$ cat src/rtl/idex_hazard_ctrl_pkg.sv
// idex_hazard_ctrl_pkg: shared ID/EX sequencing types and constants
package idex_hazard_ctrl_pkg;
  typedef enum logic {RUN, MD_BUSY} md_state_e;
  localparam logic [4:0] REG_G0 = 5'd0;
  localparam logic [5:0] OP3_NOP = 6'b000010;
  localparam int DEF_MUL_LAT = 5;
  localparam int DEF_DIV_LAT = 34;
endpackage

$ cat src/rtl/idex_hazard_ctrl_if.sv
// idex_hazard_ctrl_if: ID/EX hazard controller signal bundle
interface idex_hazard_ctrl_if #(parameter int CNT_W = 16);
  logic id_valid;
  logic [4:0] id_rs1;
  logic [4:0] id_rs2;
  logic [4:0] id_rd;
  logic id_uses_rs1;
  logic id_uses_rs2;
  logic id_uses_rd;
  logic id_md;
  logic id_md_div;
  logic ex_valid;
  logic [4:0] ex_rd;
  logic ex_is_load;
  logic ex_is_double;
  logic ex_cwp_change;
  logic ex_annul_slot;
  logic mem_ready;
  logic pc_write_en;
  logic ifid_write_en;
  logic idex_enable;
  logic idex_bubble;
  logic ifid_flush;
  logic md_busy;
  logic [CNT_W-1:0] stall_cycles;
  modport master (
    output id_valid, id_rs1, id_rs2, id_rd, id_uses_rs1, id_uses_rs2, id_uses_rd,
           id_md, id_md_div, ex_valid, ex_rd, ex_is_load, ex_is_double,
           ex_cwp_change, ex_annul_slot, mem_ready,
    input  pc_write_en, ifid_write_en, idex_enable, idex_bubble, ifid_flush,
           md_busy, stall_cycles
  );
  modport slave (
    input  id_valid, id_rs1, id_rs2, id_rd, id_uses_rs1, id_uses_rs2, id_uses_rd,
           id_md, id_md_div, ex_valid, ex_rd, ex_is_load, ex_is_double,
           ex_cwp_change, ex_annul_slot, mem_ready,
    output pc_write_en, ifid_write_en, idex_enable, idex_bubble, ifid_flush,
           md_busy, stall_cycles
  );
endinterface

$ cat src/rtl/idex_hazard_ctrl_reg_hazard_match.sv
// reg_hazard_match: does a source register collide with the EX destination (incl. LDD pair)
module reg_hazard_match
  import idex_hazard_ctrl_pkg::*;
(
  input  logic [4:0] r,
  input  logic [4:0] ex_rd,
  input  logic       ex_is_double,
  output logic       m
);
  assign m = (r != REG_G0) && ((r == ex_rd) || (ex_is_double && r == {ex_rd[4:1], 1'b1}));
endmodule

$ cat src/rtl/idex_hazard_ctrl.sv
// idex_hazard_ctrl: ID/EX load/bubble/flush sequencing with load-use, CWP and MUL/DIV holds
module idex_hazard_ctrl
  import idex_hazard_ctrl_pkg::*;
#(
  parameter int MUL_LAT = DEF_MUL_LAT,
  parameter int DIV_LAT = DEF_DIV_LAT,
  parameter int CNT_W   = 16
)(
  input logic clk,
  input logic reset,
  idex_hazard_ctrl_if.slave bus
);
  localparam int MD_W = $clog2(DIV_LAT);
  localparam logic [MD_W-1:0] MUL_CNT = MD_W'(MUL_LAT - 1);
  localparam logic [MD_W-1:0] DIV_CNT = MD_W'(DIV_LAT - 1);
  md_state_e state, state_n;
  logic [MD_W-1:0] md_cnt, md_cnt_n;
  logic [CNT_W-1:0] stall_q;
  logic m_rs1, m_rs2, m_rd;
  logic load_use, cwp_haz, annul, haz, hold, issue, pc_en;
  reg_hazard_match u_m_rs1 (.r(bus.id_rs1), .ex_rd(bus.ex_rd), .ex_is_double(bus.ex_is_double), .m(m_rs1));
  reg_hazard_match u_m_rs2 (.r(bus.id_rs2), .ex_rd(bus.ex_rd), .ex_is_double(bus.ex_is_double), .m(m_rs2));
  reg_hazard_match u_m_rd  (.r(bus.id_rd),  .ex_rd(bus.ex_rd), .ex_is_double(bus.ex_is_double), .m(m_rd));
  assign load_use = bus.ex_valid & bus.ex_is_load & bus.id_valid &
                    ((bus.id_uses_rs1 & m_rs1) | (bus.id_uses_rs2 & m_rs2) | (bus.id_uses_rd & m_rd));
  assign cwp_haz  = bus.ex_valid & bus.ex_cwp_change & bus.id_valid;
  assign annul    = bus.ex_annul_slot & bus.id_valid;
  assign haz      = load_use | cwp_haz;
  assign hold     = ~bus.mem_ready | (state == MD_BUSY);
  assign issue    = ~hold & ~annul & ~haz & bus.id_valid & bus.id_md;
  assign pc_en    = ~reset & ~hold & (annul | ~haz);
  always_ff @(posedge clk or posedge reset)
    if (reset) begin
      state  <= RUN;
      md_cnt <= '0;
    end else begin
      state  <= state_n;
      md_cnt <= md_cnt_n;
    end
  // The MD countdown runs regardless of mem_ready so the result is ready on schedule
  always_comb begin
    state_n  = state == MD_BUSY ? (md_cnt == MD_W'(1) ? RUN : MD_BUSY) : (issue ? MD_BUSY : RUN);
    md_cnt_n = state == MD_BUSY ? (md_cnt == MD_W'(1) ? '0 : md_cnt - MD_W'(1))
                                : (issue ? (bus.id_md_div ? DIV_CNT : MUL_CNT) : md_cnt);
  end
  always_comb begin
    bus.pc_write_en   = pc_en;
    bus.ifid_write_en = pc_en;
    bus.idex_enable   = ~reset & ~hold;
    bus.idex_bubble   = ~reset & ~hold & (annul | haz);
    bus.ifid_flush    = ~reset & ~hold & annul;
    bus.md_busy       = ~reset & (state == MD_BUSY);
    bus.stall_cycles  = stall_q;
  end
  always_ff @(posedge clk or posedge reset)
    if (reset) stall_q <= '0;
    else if (!pc_en && stall_q != '1) stall_q <= stall_q + 1'b1;
endmodule

$ cat src/flat_wrapper.sv
// flat-port wrapper written by rule: the top's interface ports become plain ports
module idex_hazard_ctrl_flat import idex_hazard_ctrl_pkg::*;
#(
  parameter int MUL_LAT = DEF_MUL_LAT,
  parameter int DIV_LAT = DEF_DIV_LAT,
  parameter int CNT_W   = 16
)
  (clk, reset, bus_id_valid, bus_id_rs1, bus_id_rs2, bus_id_rd, bus_id_uses_rs1, bus_id_uses_rs2, bus_id_uses_rd, bus_id_md, bus_id_md_div, bus_ex_valid, bus_ex_rd, bus_ex_is_load, bus_ex_is_double, bus_ex_cwp_change, bus_ex_annul_slot, bus_mem_ready, bus_pc_write_en, bus_ifid_write_en, bus_idex_enable, bus_idex_bubble, bus_ifid_flush, bus_md_busy, bus_stall_cycles);
  idex_hazard_ctrl_if #(.CNT_W(CNT_W)) bus_i ();
  input logic clk;
  input logic reset;
  input wire logic [$bits(bus_i.id_valid)-1:0] bus_id_valid;
  input wire logic [$bits(bus_i.id_rs1)-1:0] bus_id_rs1;
  input wire logic [$bits(bus_i.id_rs2)-1:0] bus_id_rs2;
  input wire logic [$bits(bus_i.id_rd)-1:0] bus_id_rd;
  input wire logic [$bits(bus_i.id_uses_rs1)-1:0] bus_id_uses_rs1;
  input wire logic [$bits(bus_i.id_uses_rs2)-1:0] bus_id_uses_rs2;
  input wire logic [$bits(bus_i.id_uses_rd)-1:0] bus_id_uses_rd;
  input wire logic [$bits(bus_i.id_md)-1:0] bus_id_md;
  input wire logic [$bits(bus_i.id_md_div)-1:0] bus_id_md_div;
  input wire logic [$bits(bus_i.ex_valid)-1:0] bus_ex_valid;
  input wire logic [$bits(bus_i.ex_rd)-1:0] bus_ex_rd;
  input wire logic [$bits(bus_i.ex_is_load)-1:0] bus_ex_is_load;
  input wire logic [$bits(bus_i.ex_is_double)-1:0] bus_ex_is_double;
  input wire logic [$bits(bus_i.ex_cwp_change)-1:0] bus_ex_cwp_change;
  input wire logic [$bits(bus_i.ex_annul_slot)-1:0] bus_ex_annul_slot;
  input wire logic [$bits(bus_i.mem_ready)-1:0] bus_mem_ready;
  output wire logic [$bits(bus_i.pc_write_en)-1:0] bus_pc_write_en;
  output wire logic [$bits(bus_i.ifid_write_en)-1:0] bus_ifid_write_en;
  output wire logic [$bits(bus_i.idex_enable)-1:0] bus_idex_enable;
  output wire logic [$bits(bus_i.idex_bubble)-1:0] bus_idex_bubble;
  output wire logic [$bits(bus_i.ifid_flush)-1:0] bus_ifid_flush;
  output wire logic [$bits(bus_i.md_busy)-1:0] bus_md_busy;
  output wire logic [$bits(bus_i.stall_cycles)-1:0] bus_stall_cycles;
  assign bus_i.id_valid = bus_id_valid;
  assign bus_i.id_rs1 = bus_id_rs1;
  assign bus_i.id_rs2 = bus_id_rs2;
  assign bus_i.id_rd = bus_id_rd;
  assign bus_i.id_uses_rs1 = bus_id_uses_rs1;
  assign bus_i.id_uses_rs2 = bus_id_uses_rs2;
  assign bus_i.id_uses_rd = bus_id_uses_rd;
  assign bus_i.id_md = bus_id_md;
  assign bus_i.id_md_div = bus_id_md_div;
  assign bus_i.ex_valid = bus_ex_valid;
  assign bus_i.ex_rd = bus_ex_rd;
  assign bus_i.ex_is_load = bus_ex_is_load;
  assign bus_i.ex_is_double = bus_ex_is_double;
  assign bus_i.ex_cwp_change = bus_ex_cwp_change;
  assign bus_i.ex_annul_slot = bus_ex_annul_slot;
  assign bus_i.mem_ready = bus_mem_ready;
  assign bus_pc_write_en = bus_i.pc_write_en;
  assign bus_ifid_write_en = bus_i.ifid_write_en;
  assign bus_idex_enable = bus_i.idex_enable;
  assign bus_idex_bubble = bus_i.idex_bubble;
  assign bus_ifid_flush = bus_i.ifid_flush;
  assign bus_md_busy = bus_i.md_busy;
  assign bus_stall_cycles = bus_i.stall_cycles;
  idex_hazard_ctrl #(.MUL_LAT(MUL_LAT), .DIV_LAT(DIV_LAT), .CNT_W(CNT_W)) u_core (.clk(clk), .reset(reset), .bus(bus_i));
endmodule
$ cat config.mk
export PLATFORM = sky130hd
export DESIGN_NAME = idex_hazard_ctrl_flat
export DESIGN_NICKNAME = d
export VERILOG_FILES = /design/src/rtl/idex_hazard_ctrl_pkg.sv /design/src/rtl/idex_hazard_ctrl_if.sv /design/src/rtl/idex_hazard_ctrl_reg_hazard_match.sv /design/src/rtl/idex_hazard_ctrl.sv /design/src/flat_wrapper.sv
export SDC_FILE = /design/constraint.sdc
export NUM_CORES = 1
export LEC_CHECK = 0
export BUFFER_PORTS_ARGS = -buffer_cell sky130_fd_sc_hd__buf_2
export CAP_MARGIN = 10
export CORE_UTILIZATION = 50
export DETAILED_ROUTE_END_ITERATION = 10
export GPL_TIMING_DRIVEN = 1
export HOLD_SLACK_MARGIN = 0.03
export PLACE_DENSITY_LB_ADDON = 0.1
export SLEW_MARGIN = 15
export SYNTH_ARGS = -nofsm -noshare
export SYNTH_HDL_FRONTEND = slang
export SYNTH_SLANG_ARGS = --single-unit
$ cat constraint.sdc
create_clock -name clk -period 2.7 [get_ports clk]
set_input_delay 0.27 -clock clk [delete_from_list [all_inputs] [get_ports clk]]
set_output_delay 0.27 -clock clk [all_outputs]
set_load 0.005 [all_outputs]
==> impl_summary.log, run 1 <==
INFO  metric worst_r2r_startpoint = u_core.bus.stall_cycles[0]
INFO  metric antenna_found_initial = 0
INFO  metric final_period_minus_worst_setup_slack = 2.35 ns
INFO  metric drt_drc_violations_left = 1
INFO  metric fmaxAchievable = about 0.43 GHz
INFO  metric synth.yosys.warnings = 0
INFO  metric synth-async-reset-ratio = 100%
INFO  metric ctsHtreeMaxLevel = 1
INFO  metric first_pass_iters = 7
INFO  metric power.density_cell_area = a little over 600 mW/mm^2
INFO  metric synth_area_leaders = dfrtp_1 (37%), xnor2_1 (8.5%), nand3_1 (5.8%), xor2_1 (5.7%), and3_1 (3.6%)
INFO  metric worst-slew-pin-transition = between 0.9 and 1 ns
INFO  metric finalCoreUtilization = about 64%
INFO  metric post_synth.cell_area_avg = between 9 and 10 sq um
INFO  metric detail-route-antenna-nets = 0
INFO  metric required = 2.92 ns
INFO  metric proportion_of_synthesized_chip_area_in_sequential_cells = 37.2%
INFO  metric hold_path_class = input port to asynchronous set/reset pin
INFO  metric yosys.cell_count.top_type = dfrtp_1
INFO  metric clock_pin_transition_on_the_worst_setup_and_hold_timing_paths = 0.14 ns
INFO  metric grt_start_max_net_pins = 24
INFO  metric holdBufCountCts = 0
INFO  metric nNetsFinal = ~260
INFO  metric cts-root-to-sink-buffers = 2
INFO  metric status = finished with violations
INFO  metric static-leakage-power = 0.887 nW
INFO  metric post-synth-top-area-cell = dfrtp_1
INFO  metric dpl.hpwl = 2760 um
INFO  metric diodes = 0
INFO  metric floorplan.die_area = 0.00332 sq mm
INFO  metric ys_seq_elements = 23
INFO  metric cts_tree = done
INFO  metric routabilityCongestion = 0.872
INFO  metric critPathMaxFanout = 14
INFO  metric crit-reg2reg-capture = u_core.bus.stall_cycles[1]
INFO  metric violations = design-rule violations
INFO  metric boundaryPins = 56
INFO  metric final_min_period_over_clock_period = 87.1%
INFO  metric grt_setup_unrepaired = false
INFO  metric arrival = approximately 2.6 ns
INFO  metric chip_width = 57.6 um
INFO  metric std_cell_rows = 19
INFO  metric synthesized_netlist_cell_count = ~170
INFO  metric r2r_cells = 6
INFO  metric end_kind = flop
INFO  metric worst_setup_path_start_kind = flop
INFO  metric setup_viol = 0
INFO  metric layout_filler_cell_count = 231
INFO  metric postCtsSetupBuffers = 0
INFO  metric wire_per_inst = 13.8 um
INFO  metric post_route_cells_drive_above_1_share = 29.9%
INFO  metric finClkSkew = 0.00523 ns
INFO  metric synthesis.nets = 205
INFO  metric netlist_top_cells_count = dfrtp_1 (23), nand3_1 (18), xnor2_1 (15), nand2_1 (12), xor2_1 (10)
INFO  metric worst_skew_pair.late_latency = between 0.3 and 0.4 ns
INFO  metric post-synth-top-area-fraction = ~37%
INFO  metric synth_ff_type = dfrtp_1
INFO  metric cts_made_buffers = 3
INFO  metric internal_reg_to_reg_setup_slack = 0.35 ns
INFO  metric synth_enable_flop_cells = 0
INFO  metric fin_setup_tns = 0 ns
INFO  metric syn_to_final_growth = 18.8%
INFO  metric start_util = a little over half
INFO  metric synth.lib_cells_used.distinct = 42
INFO  metric ctsResizeCount = 0
INFO  metric criticalPathCategory = flop to flop
INFO  metric cts_num_sinks = 23
INFO  metric overflow = 0
INFO  metric final_hold_vios = 0
INFO  metric routed_via_density = 5.79
INFO  metric grt_pass1_wl = between 6000 and 7000 um
INFO  metric vias_in_the_first_global_route = 1356
INFO  metric clock-root-buffer = clkbuf_4
INFO  metric port_buffers = 55
INFO  metric totalWireLength = 3470 um
INFO  metric core_area = 0.00285 sq mm
INFO  metric count_of_vias_placed_by_the_detailed_router = around 1500
INFO  metric max_slew_margin = 38.6%
INFO  metric global_route.usage.total = roughly 23%
INFO  metric initial_drc_count = 61
INFO  metric timing_max_transition_violations_final = 0
INFO  metric fp.dieH = 57.6 um
INFO  metric maxCapViolations = 0
INFO  metric synthesis.area = around 0.0015 sq mm
INFO  metric power.ir.vdd_worst = 0.000411 V
-- cell type report --
type / instances / area, sq um / share of cell area [%]
clock inverter: 1 / 5.00 / 0.272
clock buffer: 3 / 22.5 / 1.23
timing repair buffer: 55 / 275 / 15.0
sequential: 23 / 576 / 31.3
multi-input combinational: 131 / 891 / 48.5
tap: 31 / 38.8 / 2.11
inverter: 8 / 30.0 / 1.63
-- metal layers --
layer | global-route usage [%] | vias up | part of all wire, %
li1 | - | 717 | -
met1 | 31.9 | 689 | 47
met2 | 38.4 | 51 | 47
met3 | 4.02 | 2 | 5.5
met4 | 4.18 | 0 | 0.49
met5 | 0 | - | 0
-- critical path, cell delays in order (launching register included) --
cell and delay [ns]:
dfrtp_1 0.44, ha_1 0.27, nand4_1 0.21, nor3_1 0.09
a21oi_1 0.72, nand2_1 0.22, mux2_2 0.31
-- placed cells by master, fill, tap and decap left out, types with 4 or more instances in the layout --
master,count
buf_2,55
dfrtp_1,23
nand3_1,18
xnor2_1,15
nand2_1,12
xor2_1,10
nor3_1,9
and3_1,9
inv_1,8
nor2_1,8
nand4_1,7
nor4_1,4
a21oi_1,4
-- registers in the layout, indices dropped and copies added (netlist names) --
register / count
u_core.md_cnt: 6
u_core.state: 1
u_core.bus.stall_cycles: 16
-- power by group --
| group | internal [W] | switching [W] | leakage (nW) | total [W] |
|---|---|---|---|---|
| logic | 0.000213 | 0.000211 | 0.569 | 0.000424 |
| registers | 0.000432 | 0.000101 | 0.300 | 0.000533 |
| clock network | 0.0000555 | 0.000112 | 0.0177 | 0.000167 |
-- metrics by stage --
step                std cells  hold slack (ns)  worst slack (ns)  power [W]  instance area [sq um]
CTS                       252            0.172             0.385    0.00112                   1840
global route              252            0.215             0.162    0.00120                   1840
detailed placement        248            0.490             0.412   0.000959                   1810
finish                    252            0.130             0.348    0.00112                   1840
floorplan                 168            0.272             0.888   0.000800                   1550
global placement          248            0.477             0.474   0.000937                   1810
-- kinds of logic after synthesis --
family / Yosys count / share of synthesized area (%)
adder cells (fa/ha/maj): 3 / 2.43
AO/OA/AOI/OAI: 24 / 12.6
XOR/XNOR: 25 / 14.1
AND/OR/NAND/NOR: 76 / 26.3
buffers and inverters: 14 / 5.25
multiplexers: 3 / 2.10
flip-flops: 23 / 37.2
-- worst max path at each step --
| stage | startpoint | to | slack [ns] | cells past startpoint |
|---|---|---|---|---|
| after floorplan | bus_ex_rd[4] | bus_pc_write_en | 0.89 | 7 |
| after global placement | u_core.bus.stall_cycles[0] | u_core.bus.stall_cycles[1] | 0.47 | 6 |
| after detailed placement | u_core.bus.stall_cycles[0] | u_core.bus.stall_cycles[1] | 0.41 | 6 |
| after CTS | u_core.bus.stall_cycles[0] | u_core.bus.stall_cycles[1] | 0.39 | 6 |
| after global routing | u_core.bus.stall_cycles[0] | u_core.bus.stall_cycles[1] | 0.16 | 6 |
| final | u_core.bus.stall_cycles[0] | u_core.bus.stall_cycles[1] | 0.35 | 6 |
(Power assumes the default switching activity.)
==> run 2: changes to the inputs <==
--- a/config.mk
+++ b/config.mk
@@ -5,10 +5,10 @@
 export SDC_FILE = /design/constraint.sdc
 export NUM_CORES = 1
 export LEC_CHECK = 0
-export BUFFER_PORTS_ARGS = -buffer_cell sky130_fd_sc_hd__buf_2
 export CAP_MARGIN = 10
 export CORE_UTILIZATION = 50
 export DETAILED_ROUTE_END_ITERATION = 10
+export DONT_BUFFER_PORTS = 1
 export GPL_TIMING_DRIVEN = 1
 export HOLD_SLACK_MARGIN = 0.03
 export PLACE_DENSITY_LB_ADDON = 0.1
==> impl_summary.log, run 2 (synthesis results as in run 1) <==
INFO  metric diodes = 0 (unchanged)
INFO  metric worst-slew-pin-transition = 1.00 ns (+0.0839 ns)
INFO  metric drt_drc_violations_left = 1 (unchanged)
INFO  metric design_area = 0.00157 sq mm (-15%)
INFO  metric grt_setup_unrepaired = false
INFO  metric nNetsFinal = 205 (-21%)
INFO  metric cts_tree = done
INFO  metric cts_made_buffers = 3 (unchanged)
INFO  metric clockPowerShare = 15.3% (+0.4 points)
INFO  metric slowest_delay = 0.78 ns (+0.06 ns)
INFO  metric max_slew_margin = 33.1% (-5.6 points)
INFO  metric ctsHtreeMaxLevel = 1 (unchanged)
INFO  metric critical_path.cell_chain = ha_1 -> nand4_1 -> nor3_1 -> a21oi_1 -> nand2_1 -> mux2_2
INFO  metric first_pass_iters = 7 (unchanged)
INFO  metric dpl.hpwl = 2530 um (-8.6%)
INFO  metric post_route_cells_drive_above_1_share = 7.19% (-23 points)
INFO  metric vias_in_the_first_global_route = 1290 (-4.9%)
INFO  metric end_kind = flop
INFO  metric finalCoreUtilization = 55.0% (-9.4 points)
INFO  metric final_hold_vios = 0 (unchanged)
INFO  metric worst_setup_path_start_kind = flop
INFO  metric fp.dieH = 57.6 um (unchanged)
INFO  metric critPathMaxFanout = 14 (unchanged)
INFO  metric combinationalPowerShare = 31.3% (-6.4 points)
INFO  metric largest_register_ff_count = 16 (unchanged)
INFO  metric power.ir.vdd_worst = 0.000462 V (+12%)
INFO  metric fin_setup_tns = 0 ns (unchanged)
INFO  metric setup_viol = 0 (unchanged)
INFO  metric cts_num_sinks = 23 (unchanged)
INFO  metric grt_start_max_net_pins = 24 (unchanged)
INFO  metric layout.cells.most_common = dfrtp_1
INFO  metric start_util = 54.3% (unchanged)
INFO  metric clock_pin_transition_on_the_worst_setup_and_hold_timing_paths = 0.12 ns (-0.02 ns)
INFO  metric overflow = 0 (unchanged)
INFO  metric boundaryPins = 56 (unchanged)
INFO  metric postCtsSetupBuffers = 0 (unchanged)
INFO  metric hold_path_class = input port to asynchronous set/reset pin
INFO  metric maxCapViolations = 0 (unchanged)
INFO  metric floorplan.die_area = 0.00332 sq mm (unchanged)
INFO  metric critical_path.slowest_cell = a21oi_1
INFO  metric final_min_period_over_clock_period = 91.8% (+4.7 points)
INFO  metric placed_area = 0.00154 sq mm (-15%)
INFO  metric antenna_found_initial = 0 (unchanged)
INFO  metric criticalPathCategory = flop to flop
INFO  metric static-leakage-power = 0.651 nW (-27%)
INFO  metric worst_skew_pair.late_latency = 0.30 ns (-0.02 ns)
INFO  metric ctsResizeCount = 0 (unchanged)
INFO  metric global_route.usage.total = 21.0% (-2.1 points)
INFO  metric holdBufCountCts = 0 (unchanged)
INFO  metric chip_width = 57.6 um (unchanged)
INFO  metric totalWireLength = 3270 um (-5.9%)
INFO  metric switching_share_of_power = 37.2% (-0.50 points)
INFO  metric power.density_cell_area = 655 mW/mm^2 (+7.1%)
INFO  metric final_period_minus_worst_setup_slack = 2.48 ns (+0.126 ns)
INFO  metric cts-root-to-sink-buffers = 2 (unchanged)
INFO  metric port_buffers = 0 (-100%)
INFO  metric p_switching = 0.000383 W (-9.7%)
INFO  metric status = finished with violations
INFO  metric required = 2.91 ns (about the same)
INFO  metric grt_pass1_wl = 5460 um (-10%)
INFO  metric routed_via_density = 6.49 (+12%)
INFO  metric violations = design-rule violations
INFO  metric core_area = 0.00285 sq mm (unchanged)
INFO  metric clock-root-buffer = clkbuf_4
INFO  metric count_of_vias_placed_by_the_detailed_router = 1286 (-12%)
INFO  metric sequentialPowerShare = 53.4% (+6.0 points)
INFO  metric wire_per_inst = 16.5 um (+20%)
INFO  metric fmaxAchievable = 0.404 GHz (-5.1%)
INFO  metric timing_max_transition_violations_final = 0 (unchanged)
INFO  metric syn_to_final_growth = 1.46%
INFO  metric routabilityCongestion = 0.803 (-7.9%)
INFO  metric mostFrequentLayoutCells = dfrtp_1 (23), nand3_1 (18), xnor2_1 (15)
INFO  metric arrival = 2.69 ns (+0.12 ns)
INFO  metric internal-power = 0.000646 W (-7.8%)
INFO  metric std_cell_rows = 19 (unchanged)
INFO  metric finClkSkew = 0.00103 ns (-0.00419 ns)
INFO  metric detail-route-antenna-nets = 0 (unchanged)
INFO  metric initial_drc_count = 32 (-48%)
==> run 2: critical path, delay by kind of cell, from the launching register on <==
family / cells / cell delay, ns
compound gates: 1 / 0.78
fa+ha+maj: 1 / 0.29
flops: 1 / 0.45
mux: 1 / 0.32
simple gates: 3 / 0.54
==> run 2: per-stage QoR <==
stage | setup WS, ns | hold slack [ns] | instances | total power (W)
6_report | 0.222 | 0.00526 | 198 | 0.00103
5_1_grt | 0.111 | 0.0694 | 198 | 0.00111
4_1_cts | 0.275 | 0.0405 | 198 | 0.00103
3_5_place_dp | 0.306 | 0.392 | 194 | 0.000877
3_3_place_gp | 0.430 | 0.382 | 194 | 0.000852
2_1_floorplan | 0.888 | 0.272 | 168 | 0.000800
==> run 2: path summary, 6_finish.rpt <==
path                                        startpoint                          end  slack, ns  depth (start not counted)
setup / recovery            u_core.bus.stall_cycles[0]   u_core.bus.stall_cycles[1]       0.22                          6
hold / removal                                   reset             u_core.md_cnt[1]      0.005                          1
setup reg to reg            u_core.bus.stall_cycles[0]   u_core.bus.stall_cycles[1]       0.22                          6
hold reg to reg            u_core.bus.stall_cycles[15]  u_core.bus.stall_cycles[15]       0.53                          1
max in group asynchronous                        reset   u_core.bus.stall_cycles[8]       2.18                          1
min in group clk                         bus_id_md_div             u_core.md_cnt[5]       0.10                          2
==> run 2: cell type report <==
type	instances	area [sq um]
clock buffers	3	22.5
clock inverters	1	5.00
fillers	283	1280
inverters	8	30.0
multi-input cells	131	891
flip-flops and latches	23	576
well taps	31	38.8
repair buffers	1	7.51
==> run 2: layer usage <==
| layer | GRT usage (%) | part of all wire (%) | vias up |
|---|---|---|---|
| li1 | - | - | 610 |
| met1 | 26.2 | 46 | 617 |
| met2 | 34.9 | 47 | 54 |
| met3 | 4.69 | 5.8 | 5 |
| met4 | 9.06 | 1.1 | 0 |
| met5 | 0 | 0 | - |
==> run 2: power by group through the flow <==
stage	Sequential [W]	Combinational (W)	Clock, W
finish	0.000549	0.000322	0.000157
global route	0.000564	0.000368	0.000177
CTS	0.000549	0.000324	0.000161
detailed placement	0.000556	0.000320	0
global placement	0.000549	0.000303	0
floorplan	0.000523	0.000277	0
